`src/rtl/hazard_fwd_ctrl.sv`:
```
// Hazard/forwarding controller: decode-time forward selects registered into EX,
// branch flush, variable-latency memory stall. Optional load-use bubble: HAZARD_LOAD_USE_STALL_EN.
module hazard_fwd_ctrl #(
  parameter int unsigned REG_AW      = 5,
  parameter int unsigned MEM_TIMEOUT = 255,
  parameter int unsigned TO_W        = 8
) (
  input  logic              clk,
  input  logic              reset,
  input  logic [REG_AW-1:0] Rs1D,
  input  logic [REG_AW-1:0] Rs2D,
  input  logic [REG_AW-1:0] RdD,
  input  logic              RegWriteD,
  input  logic              MemToRegD,
  input  logic              PCSrcE,
  input  logic              MemReqM,
  input  logic              DMemReadyM,
  output logic [1:0]        ForwardAE,
  output logic [1:0]        ForwardBE,
  output logic              StallF,
  output logic              StallD,
  output logic              StallE,
  output logic              StallM,
  output logic              FlushD,
  output logic              FlushE,
  output logic              MemTimeoutErr
);

  typedef enum logic {ST_RUN, ST_WAIT} state_t;

  state_t            r_state, w_state_nxt;
  logic [TO_W-1:0]   r_cnt, w_cnt_nxt;
  logic              w_err_nxt;

  logic [REG_AW-1:0] r_rd_e, r_rd_m;
  logic              r_regwrite_e, r_load_e, r_regwrite_m;

  logic              w_memstall, w_load_use, w_flush_d, w_flush_e;
  logic [1:0]        w_fwd_a, w_fwd_b;

  // Stalls and flushes drop the moment reset asserts, even mid-wait
  assign w_memstall = MemReqM & ~DMemReadyM & ~reset;

`ifdef HAZARD_LOAD_USE_STALL_EN
  assign w_load_use = r_load_e && (r_rd_e != '0) && ((r_rd_e == Rs1D) || (r_rd_e == Rs2D))
                      && !PCSrcE && !w_memstall && !reset;
`else
  logic w_unused_load;
  assign w_unused_load = r_load_e;
  assign w_load_use    = 1'b0;
`endif

  assign w_flush_d = PCSrcE & ~w_memstall & ~reset;
  assign w_flush_e = (PCSrcE | w_load_use) & ~w_memstall & ~reset;

  assign StallF = w_memstall | w_load_use;
  assign StallD = w_memstall | w_load_use;
  assign StallE = w_memstall;
  assign StallM = w_memstall;
  assign FlushD = w_flush_d;
  assign FlushE = w_flush_e;

  // EX-stage producer wins over MEM-stage producer; x0 never forwards
  always_comb begin
    w_fwd_a = 2'b00;
    w_fwd_b = 2'b00;
    if (Rs1D != '0 && r_regwrite_e && r_rd_e == Rs1D)      w_fwd_a = 2'b10;
    else if (Rs1D != '0 && r_regwrite_m && r_rd_m == Rs1D) w_fwd_a = 2'b01;
    if (Rs2D != '0 && r_regwrite_e && r_rd_e == Rs2D)      w_fwd_b = 2'b10;
    else if (Rs2D != '0 && r_regwrite_m && r_rd_m == Rs2D) w_fwd_b = 2'b01;
  end

  always_ff @(posedge clk or posedge reset) begin
    if (reset) begin
      r_state <= ST_RUN;
    end else begin
      r_state <= w_state_nxt;
    end
  end

  // Memory wait FSM with saturating wait counter and sticky timeout flag
  always_comb begin
    w_state_nxt = r_state;
    w_cnt_nxt   = r_cnt;
    w_err_nxt   = MemTimeoutErr;
    case (r_state)
      ST_RUN: begin
        if (w_memstall) begin
          w_state_nxt = ST_WAIT;
          w_cnt_nxt   = TO_W'(1);
        end
      end
      ST_WAIT: begin
        if (r_cnt == TO_W'(MEM_TIMEOUT)) w_err_nxt = 1'b1;
        if (DMemReadyM) begin
          w_state_nxt = ST_RUN;
          w_cnt_nxt   = '0;
        end else if (r_cnt != '1) begin
          w_cnt_nxt = r_cnt + TO_W'(1);
        end
      end
      default: w_state_nxt = ST_RUN;
    endcase
  end

  always_ff @(posedge clk or posedge reset) begin
    if (reset) begin
      r_cnt         <= '0;
      MemTimeoutErr <= 1'b0;
    end else begin
      r_cnt         <= w_cnt_nxt;
      MemTimeoutErr <= w_err_nxt;
    end
  end

  // ID/EX shadow and registered forward selects
  always_ff @(posedge clk or posedge reset) begin
    if (reset) begin
      r_rd_e       <= '0;
      r_regwrite_e <= 1'b0;
      r_load_e     <= 1'b0;
      ForwardAE    <= 2'b00;
      ForwardBE    <= 2'b00;
    end else if (w_flush_e) begin
      r_rd_e       <= '0;
      r_regwrite_e <= 1'b0;
      r_load_e     <= 1'b0;
      ForwardAE    <= 2'b00;
      ForwardBE    <= 2'b00;
    end else if (!w_memstall) begin
      r_rd_e       <= RdD;
      r_regwrite_e <= RegWriteD;
      r_load_e     <= MemToRegD;
      ForwardAE    <= w_fwd_a;
      ForwardBE    <= w_fwd_b;
    end
  end

  // EX/MEM shadow
  always_ff @(posedge clk or posedge reset) begin
    if (reset) begin
      r_rd_m       <= '0;
      r_regwrite_m <= 1'b0;
    end else if (!w_memstall) begin
      r_rd_m       <= r_rd_e;
      r_regwrite_m <= r_regwrite_e;
    end
  end

endmodule

```
`config.mk`:
```
export PLATFORM = sky130hd
export DESIGN_NAME = hazard_fwd_ctrl
export DESIGN_NICKNAME = d
export VERILOG_FILES = /design/src/rtl/hazard_fwd_ctrl.sv
export SDC_FILE = /design/constraint.sdc
export NUM_CORES = 1
export LEC_CHECK = 0
export ABC_CLOCK_PERIOD_IN_PS = 3600
export CAP_MARGIN = 20
export CORE_MARGIN = 1
export CORE_UTILIZATION = 34
export CTS_BUF_LIST = sky130_fd_sc_hd__clkbuf_4 sky130_fd_sc_hd__clkbuf_8
export DETAILED_ROUTE_END_ITERATION = 8
export GPL_ROUTABILITY_DRIVEN = 0
export PLACE_DENSITY = 0.68
export SYNTH_ARGS = -nofsm -noshare
export SYNTH_HDL_FRONTEND = slang
export SYNTH_SLANG_ARGS = --single-unit
```
`constraint.sdc`:
```
create_clock -name clk -period 3.6 [get_ports clk]
set_input_delay 0.72 -clock clk [delete_from_list [all_inputs] [get_ports clk]]
set_output_delay 0.72 -clock clk [all_outputs]
set_load 0.005 [all_outputs]
```
After elaboration in Yosys (flattened, before gate mapping)
Index checks and enable logic that the tools add are counted.
{ "classes": {"n_lt_le_gt_ge": 0, "shifts": 0, "n_eq_ne": 9, "n_mul": 0, "bitwise": 8, "reduce_logical": 12, "div": 0, "n_mux": 19, "n_addsub": 1} }
{ "op_table": {"columns": ["op", "count"], "rows": [
  ["2-to-1 mux 8 bit", 3],
  ["== test 5 bit", 4],
  ["one-hot mux 8 bit (2 select lines)", 1],
  ["2-to-1 mux 2 bit", 6],
  ["2-to-1 mux 5 bit", 2],
  ["nonzero test 5 bit", 2],
  ["adder 8 x 1 -> 8 bit, second input constant", 1],
  ["== test 8 bit, second input constant", 1],
  ["logical AND 1 bit", 8],
  ["!= test 8 bit, second input constant", 1],
  ["2-to-1 mux 1 bit", 6],
  ["AND 1 bit", 4],
  ["!= test 2 bit, second input constant", 2],
  ["NOT 1 bit", 4],
  ["AND reduction 2 bit", 2],
  ["!= test 3 x 2 -> 1 bit, second input constant", 1],
  ["one-hot mux 1 bit (2 select lines)", 1]
]} }
{ "totals": {"latch_bits": 0, "out_inout_bits": 11, "memories": 0, "register_bits": 26, "mem_bits_ro": 0, "ram_bits": 0} }

Longest topological paths before layout
{ "logic_depth": {"depth_word": 7, "mapped_depth": 5} }

Worst setup path before layout
No wires, ideal clock.
{ "synth_timing": {"path_kind": "input to output", "start": "input port reset", "end": "output port FlushE", "arrival_ns": 1.600, "path_stages": 4, "slack_ns": 1.280, "cell_sequence": "nor3b_1 -> clkbuf_1 -> nor3b_1 -> buf_4"} }
{ "synth_via": {"elab_chain_len": 5} }
{ "synth_lines": {"columns": ["element", "line", "rtl"], "rows": [
  ["from (decl)", "9", "input logic reset,"],
  ["NOT 1 bit", "42", "assign w_memstall = MemReqM & ~DMemReadyM & ~reset;"],
  ["AND 1 bit", "42", null],
  ["net StallD", "21", "output logic StallD,"],
  ["NOT 1 bit", null, null],
  ["AND 1 bit (2 in series)", null, null],
  ["to (decl)", "25", "output logic FlushE,"]
]} }
The timed path passes the listed nets, and every way through them passes these cells.

Worst setup path in the final report
{ "layout_timing": {"start": "input port DMemReadyM", "end": "output port FlushE"} }
{ "layout_via": {"elab_chain_len": 6} }
{ "layout_lines": {"columns": ["element", "line", "rtl"], "rows": [
  ["from (decl)", "17", "input logic DMemReadyM,"],
  ["NOT 1 bit", "42", null],
  ["AND 1 bit (2 in series)", "42", null],
  ["NOT 1 bit", "54", "assign w_flush_e = (PCSrcE | w_load_use) & ~w_memstall & ~reset;"],
  ["AND 1 bit (2 in series)", "54", null]
]} }
Every way passes these cells.

==> impl_table.tex <==
\begin{tabular}{lr}
\hline
Metric & Value \\
\hline
\multicolumn{2}{l}{\textbf{Run status}} \\
\quad Run status & finished clean \\
\multicolumn{2}{l}{\textbf{Floorplan}} \\
\quad X dimension of the die & 65.9 um \\
\quad Core ar. & 3800 um\^{}2 \\
\quad Die outline area & 4340 um\^{}2 \\
\quad Effective utilization at floorplan & 36.6\% \\
\quad Number of placement rows & 22 \\
\quad Top-Level Pins & 33 \\
\quad Die height & 65.9 um \\
\multicolumn{2}{l}{\textbf{Global route}} \\
\quad Via count of the first global-routing pass & 1145 \\
\quad Pin count of the biggest net entering global routing & 27 \\
\quad First-pass GRT wire length & 5.13 mm \\
\quad Antenna violations before repair & 0 \\
\quad All-layer global routing usage & 15.6\% \\
\quad Total congestion overflow after global routing & 0 \\
\multicolumn{2}{l}{\textbf{Critical path}} \\
\quad Delay-heaviest family, CP & buffers and inverters \\
\quad Source of the worst register-to-register timing path & r\_cnt[0]\$\_DFFE\_PP0P\_ \\
\quad Critical-path cell list & clkdlybuf4s50\_1 -> nor3b\_2 -> buf\_4 -> nor3b\_1 -> clkdlybuf4s50\_1 \\
\quad Critical Path Start Type & input port \\
\quad Register-to-register setup slack & 1.96 ns \\
\quad Buffers \& Inverters on Critical Path & 3 \\
\quad Delay contributed by the slowest stage of the critical path & 0.56 ns \\
\quad Reg2Reg Capture Point & r\_cnt[5]\$\_DFFE\_PP0P\_ \\
\quad Worst Path Required & 2.88 ns \\
\quad Number of cell instances on the worst register-to-register path & 5 \\
\quad Cell seen most often among critical-path stages & sky130\_fd\_sc\_hd\_\_clkdlybuf4s50\_1 \\
\quad Worst endpoint data arrival time & 2.30 ns \\
\quad Cell at the slowest stage of the critical path & sky130\_fd\_sc\_hd\_\_clkdlybuf4s50\_1 \\
\quad Element type at the critical path end & output port \\
\quad Crit Path Max Fanout & 7 \\
\quad Critical path type & input port to output port \\
\multicolumn{2}{l}{\textbf{CTS}} \\
\quad Setup bufs post-CTS & 0 \\
\quad Hold bufs inserted after CTS & 0 \\
\quad Maximum clock path buffer count & 2 \\
\quad Number of clock buffers inserted by TritonCTS & 3 \\
\quad Clock slew at the register clock pins of the worst setup and hold paths & 0.09 ns \\
\quad Sink count of the clock tree & 26 \\
\quad Skew-Pair Late Insertion Delay & 0.27 ns \\
\quad Post-CTS resize count & 0 \\
\quad Buffer cell driving the clock tree root & sky130\_fd\_sc\_hd\_\_clkbuf\_8 \\
\quad H-Tree Level Count & 1 \\
\quad Clock tree from TritonCTS & done \\
\multicolumn{2}{l}{\textbf{STA}} \\
\quad Fin crit period & 3.02 ns \\
\quad Setup-failing EPs final & 0 \\
\quad Total Neg Setup Slack & 0 ns \\
\quad RSZ-0062 raised after global routing & false \\
\quad Fraction of the cycle the final worst path needs & 83.9\% \\
\quad Headroom to the max-slew limit & 47.5\% \\
\quad Slack of the critical path & 0.578 ns \\
\quad Number of slew-limit violations in the final report & 0 \\
\quad Final Hold Violating Endpoints & 0 \\
\quad Worst Max-Slew Pin Slew & 0.783 ns \\
\quad Maximum operating frequency & 331 MHz \\
\quad Largest clock skew in the final design & 0.00264 ns \\
\multicolumn{2}{l}{\textbf{Detailed routing}} \\
\quad Overall via count from detail\_route & 1126 \\
\quad Number of iterations in the first detailed-routing pass & 4 \\
\quad Via-to-Cell Ratio & 5.39 \\
\quad Average wire length per cell after detail routing & 14.6 um \\
\quad Final ANT Viol Nets & 0 \\
\quad Detailed Route Iter0 Violations & 88 \\
\quad DRC violation count after routing & 0 \\
\quad Post-Route WL & 3.04 mm \\
\multicolumn{2}{l}{\textbf{Yosys}} \\
\quad Mapped Cells & 130 \\
\quad Number of storage elements in the synthesis netlist & 26 \\
\quad Post-Syn Nets & 153 \\
\quad Largest area contributor in the synthesized netlist & sky130\_fd\_sc\_hd\_\_dfrtp\_1 \\
\quad Fraction of the yosys area taken by sequential cells & 46.8\% \\
\quad Cell with the most instances after synthesis & sky130\_fd\_sc\_hd\_\_dfrtp\_1 \\
\quad Top area cells in the synthesized netlist & sky130\_fd\_sc\_hd\_\_dfrtp\_1 47\%, sky130\_fd\_sc\_hd\_\_xnor2\_1 6.3\%, sky130\_fd\_sc\_hd\_\_xor2\_1 6.3\% \\
\quad Share of async-settable or async-resettable flops after synthesis & 100\% \\
\quad Syn. warnings & 0 \\
\quad Yosys cell types & 33 \\
\quad Share of the synthesized area in the top cell type & 46.8\% \\
\quad Cell area after synthesis & 1390 um\^{}2 \\
\quad Primary flip-flop cell chosen by synthesis mapping & sky130\_fd\_sc\_hd\_\_dfrtp\_1 \\
\quad Synthesized area divided by synthesized cell count & 10.7 um\^{}2 \\
\quad Commonest cells in the synthesized netlist & 26 x sky130\_fd\_sc\_hd\_\_dfrtp\_1, 10 x sky130\_fd\_sc\_hd\_\_nor2\_1, 10 x sky130\_fd\_sc\_hd\_\_xnor2\_1, 10 x sky130\_fd\_sc\_hd\_\_xor2\_1, 8 x sky130\_fd\_sc\_hd\_\_a22o\_1 \\
\quad Count of flip-flops with a built-in enable after synthesis & 0 \\
\multicolumn{2}{l}{\textbf{Run}} \\
\quad Max capacitance violation total & 0 \\
\multicolumn{2}{l}{\textbf{Min path}} \\
\quad Hold/Removal Path Class & flop to flop \\
\quad Origin of the worst min-delay path & MemTimeoutErr\$\_DFFE\_PP0P\_ \\
\quad Worst Hold End & MemTimeoutErr\$\_DFFE\_PP0P\_ \\
\quad Cell depth of the worst min-delay path & 1 \\
\multicolumn{2}{l}{\textbf{Pwr}} \\
\quad Internal Pwr Total & 0.456 mW \\
\quad Proportion of power drawn by the clock network & 26.9\% \\
\quad Switching component of the power & 0.167 mW \\
\quad Logic gate share of total power & 19.2\% \\
\quad Power density cells & 348 nW/um\^{}2 \\
\quad Part of the total power dissipated in sequential elements & 53.8\% \\
\quad Switching portion of total power & 26.8\% \\
\quad Static Leakage & 0.735 nW \\
\quad Highest ir drop seen on vdd & 0.182 mV \\
\multicolumn{2}{l}{\textbf{Place}} \\
\quad Worst slack after detailed placement & 0.550 ns \\
\quad \# port buffers & 31 \\
\quad Detailed placement HPWL & 2.37 mm \\
\multicolumn{2}{l}{\textbf{Cells and area}} \\
\quad Diode insertion count for antenna repair & 0 \\
\quad Final \#Nets & 186 \\
\quad Number of filler cells placed in the layout & 355 \\
\quad Post-layout utilization of the core & 47.1\% \\
\quad Post-synthesis to final-layout area growth & 28.8\% \\
\quad Fraction of final layout cells with drive strength greater than 1 & 10.6\% \\
\hline
\end{tabular}
[state kept, by name (all words and copies together), names as in the netlist, 2 cells and up]
name / count
ForwardAE: 2
ForwardBE: 2
r_cnt: 8
r_rd_e: 5
r_rd_m: 5
[per-layer routing]
| layer | up-vias | global-route usage [%] | wire length, um |
|---|---|---|---|
| li1 | 535 | - | - |
| met1 | 527 | 18.5 | 1300 |
| met2 | 48 | 26.0 | 1500 |
| met3 | 16 | 4.48 | 155 |
| met4 | 0 | 6.25 | 93 |
| met5 | - | 0 | 0 |
[stage by stage]
stage               hold WS (ns)  std cells  instance area, um^2  power [mW]
global route               0.478        209                 1790       0.658
finish                     0.471        209                 1790       0.623
global placement           0.447        206                 1750       0.455
CTS                        0.473        209                 1790       0.632
detailed placement         0.452        206                 1750       0.463
floorplan                  0.451        130                 1390       0.408
[worst max-delay path by stage]
stage	start	end	slack [ns]	cells past startpoint
4_1_cts	DMemReadyM	FlushE	0.55	5
3_5_place_dp	DMemReadyM	FlushE	0.55	5
6_report	DMemReadyM	FlushE	0.58	5
3_3_place_gp	DMemReadyM	FlushD	0.61	5
5_1_grt	DMemReadyM	FlushE	0.45	5
2_1_floorplan	reset	FlushE	1.28	4
[cell usage in the layout, fill, tap and decap left out, types with 2 or more instances in the layout]
| master | n |
|---|---|
| sky130_fd_sc_hd__dfrtp_1 | 26 |
| sky130_fd_sc_hd__a22o_1 | 8 |
| sky130_fd_sc_hd__nor2_1 | 10 |
| sky130_fd_sc_hd__o31ai_2 | 2 |
| sky130_fd_sc_hd__a21o_1 | 2 |
| sky130_fd_sc_hd__nand2b_1 | 2 |
| sky130_fd_sc_hd__nand4_1 | 5 |
| sky130_fd_sc_hd__nor4_1 | 2 |
| sky130_fd_sc_hd__nand2_1 | 5 |
| sky130_fd_sc_hd__o21ai_0 | 3 |
| sky130_fd_sc_hd__clkdlybuf4s50_1 | 31 |
| sky130_fd_sc_hd__or4_1 | 4 |
| sky130_fd_sc_hd__xnor2_1 | 10 |
| sky130_fd_sc_hd__xor2_1 | 10 |
| sky130_fd_sc_hd__nor2b_1 | 2 |
| sky130_fd_sc_hd__clkbuf_8 | 3 |
| sky130_fd_sc_hd__buf_4 | 3 |
| sky130_fd_sc_hd__a21oi_1 | 7 |
| sky130_fd_sc_hd__or2_2 | 2 |
| sky130_fd_sc_hd__nand3_1 | 2 |
| sky130_fd_sc_hd__a31oi_1 | 4 |
| sky130_fd_sc_hd__mux2_2 | 6 |
[worst reg2reg max path, stage by stage (launching register included)]
cell and delay (ns):
sky130_fd_sc_hd__dfrtp_1 0.41, sky130_fd_sc_hd__ha_1 0.27, sky130_fd_sc_hd__nand4_1 0.18, sky130_fd_sc_hd__or2_2 0.38
sky130_fd_sc_hd__a31oi_1 0.19, sky130_fd_sc_hd__o22a_1 0.16
[cell type report]
| cell class | count | area, um^2 | share of cell area [%] |
|---|---|---|---|
| sequential | 26 | 651 | 36.4 |
| multi-input combinational | 97 | 701 | 39.2 |
| timing repair buffer | 34 | 333 | 18.6 |
| clock buffer | 3 | 41.3 | 2.31 |
| tap | 48 | 60.1 | 3.36 |
| inverter | 1 | 3.75 | 0.210 |
[power groups by stage]
| stage | registers (mW) | logic (mW) | clock network (mW) |
|---|---|---|---|
| floorplan | 0.335 | 0.0725 | 0 |
| global placement | 0.340 | 0.115 | 0 |
| detailed placement | 0.342 | 0.121 | 0 |
| CTS | 0.336 | 0.121 | 0.175 |
| global route | 0.339 | 0.132 | 0.187 |
| finish | 0.336 | 0.120 | 0.168 |
[logic make-up after synthesis]
kind of cell	after synthesis	share of synthesized area (%)
AND/OR/NAND/NOR	38	14.9
AO/OA/AOI/OAI	32	16.8
flip-flops	26	46.8
XOR/XNOR	20	12.6
buffers and inverters	7	3.06
multiplexers	6	4.86
adder cells (fa/ha/maj)	1	0.901
Power figures use the tool's default switching activity.
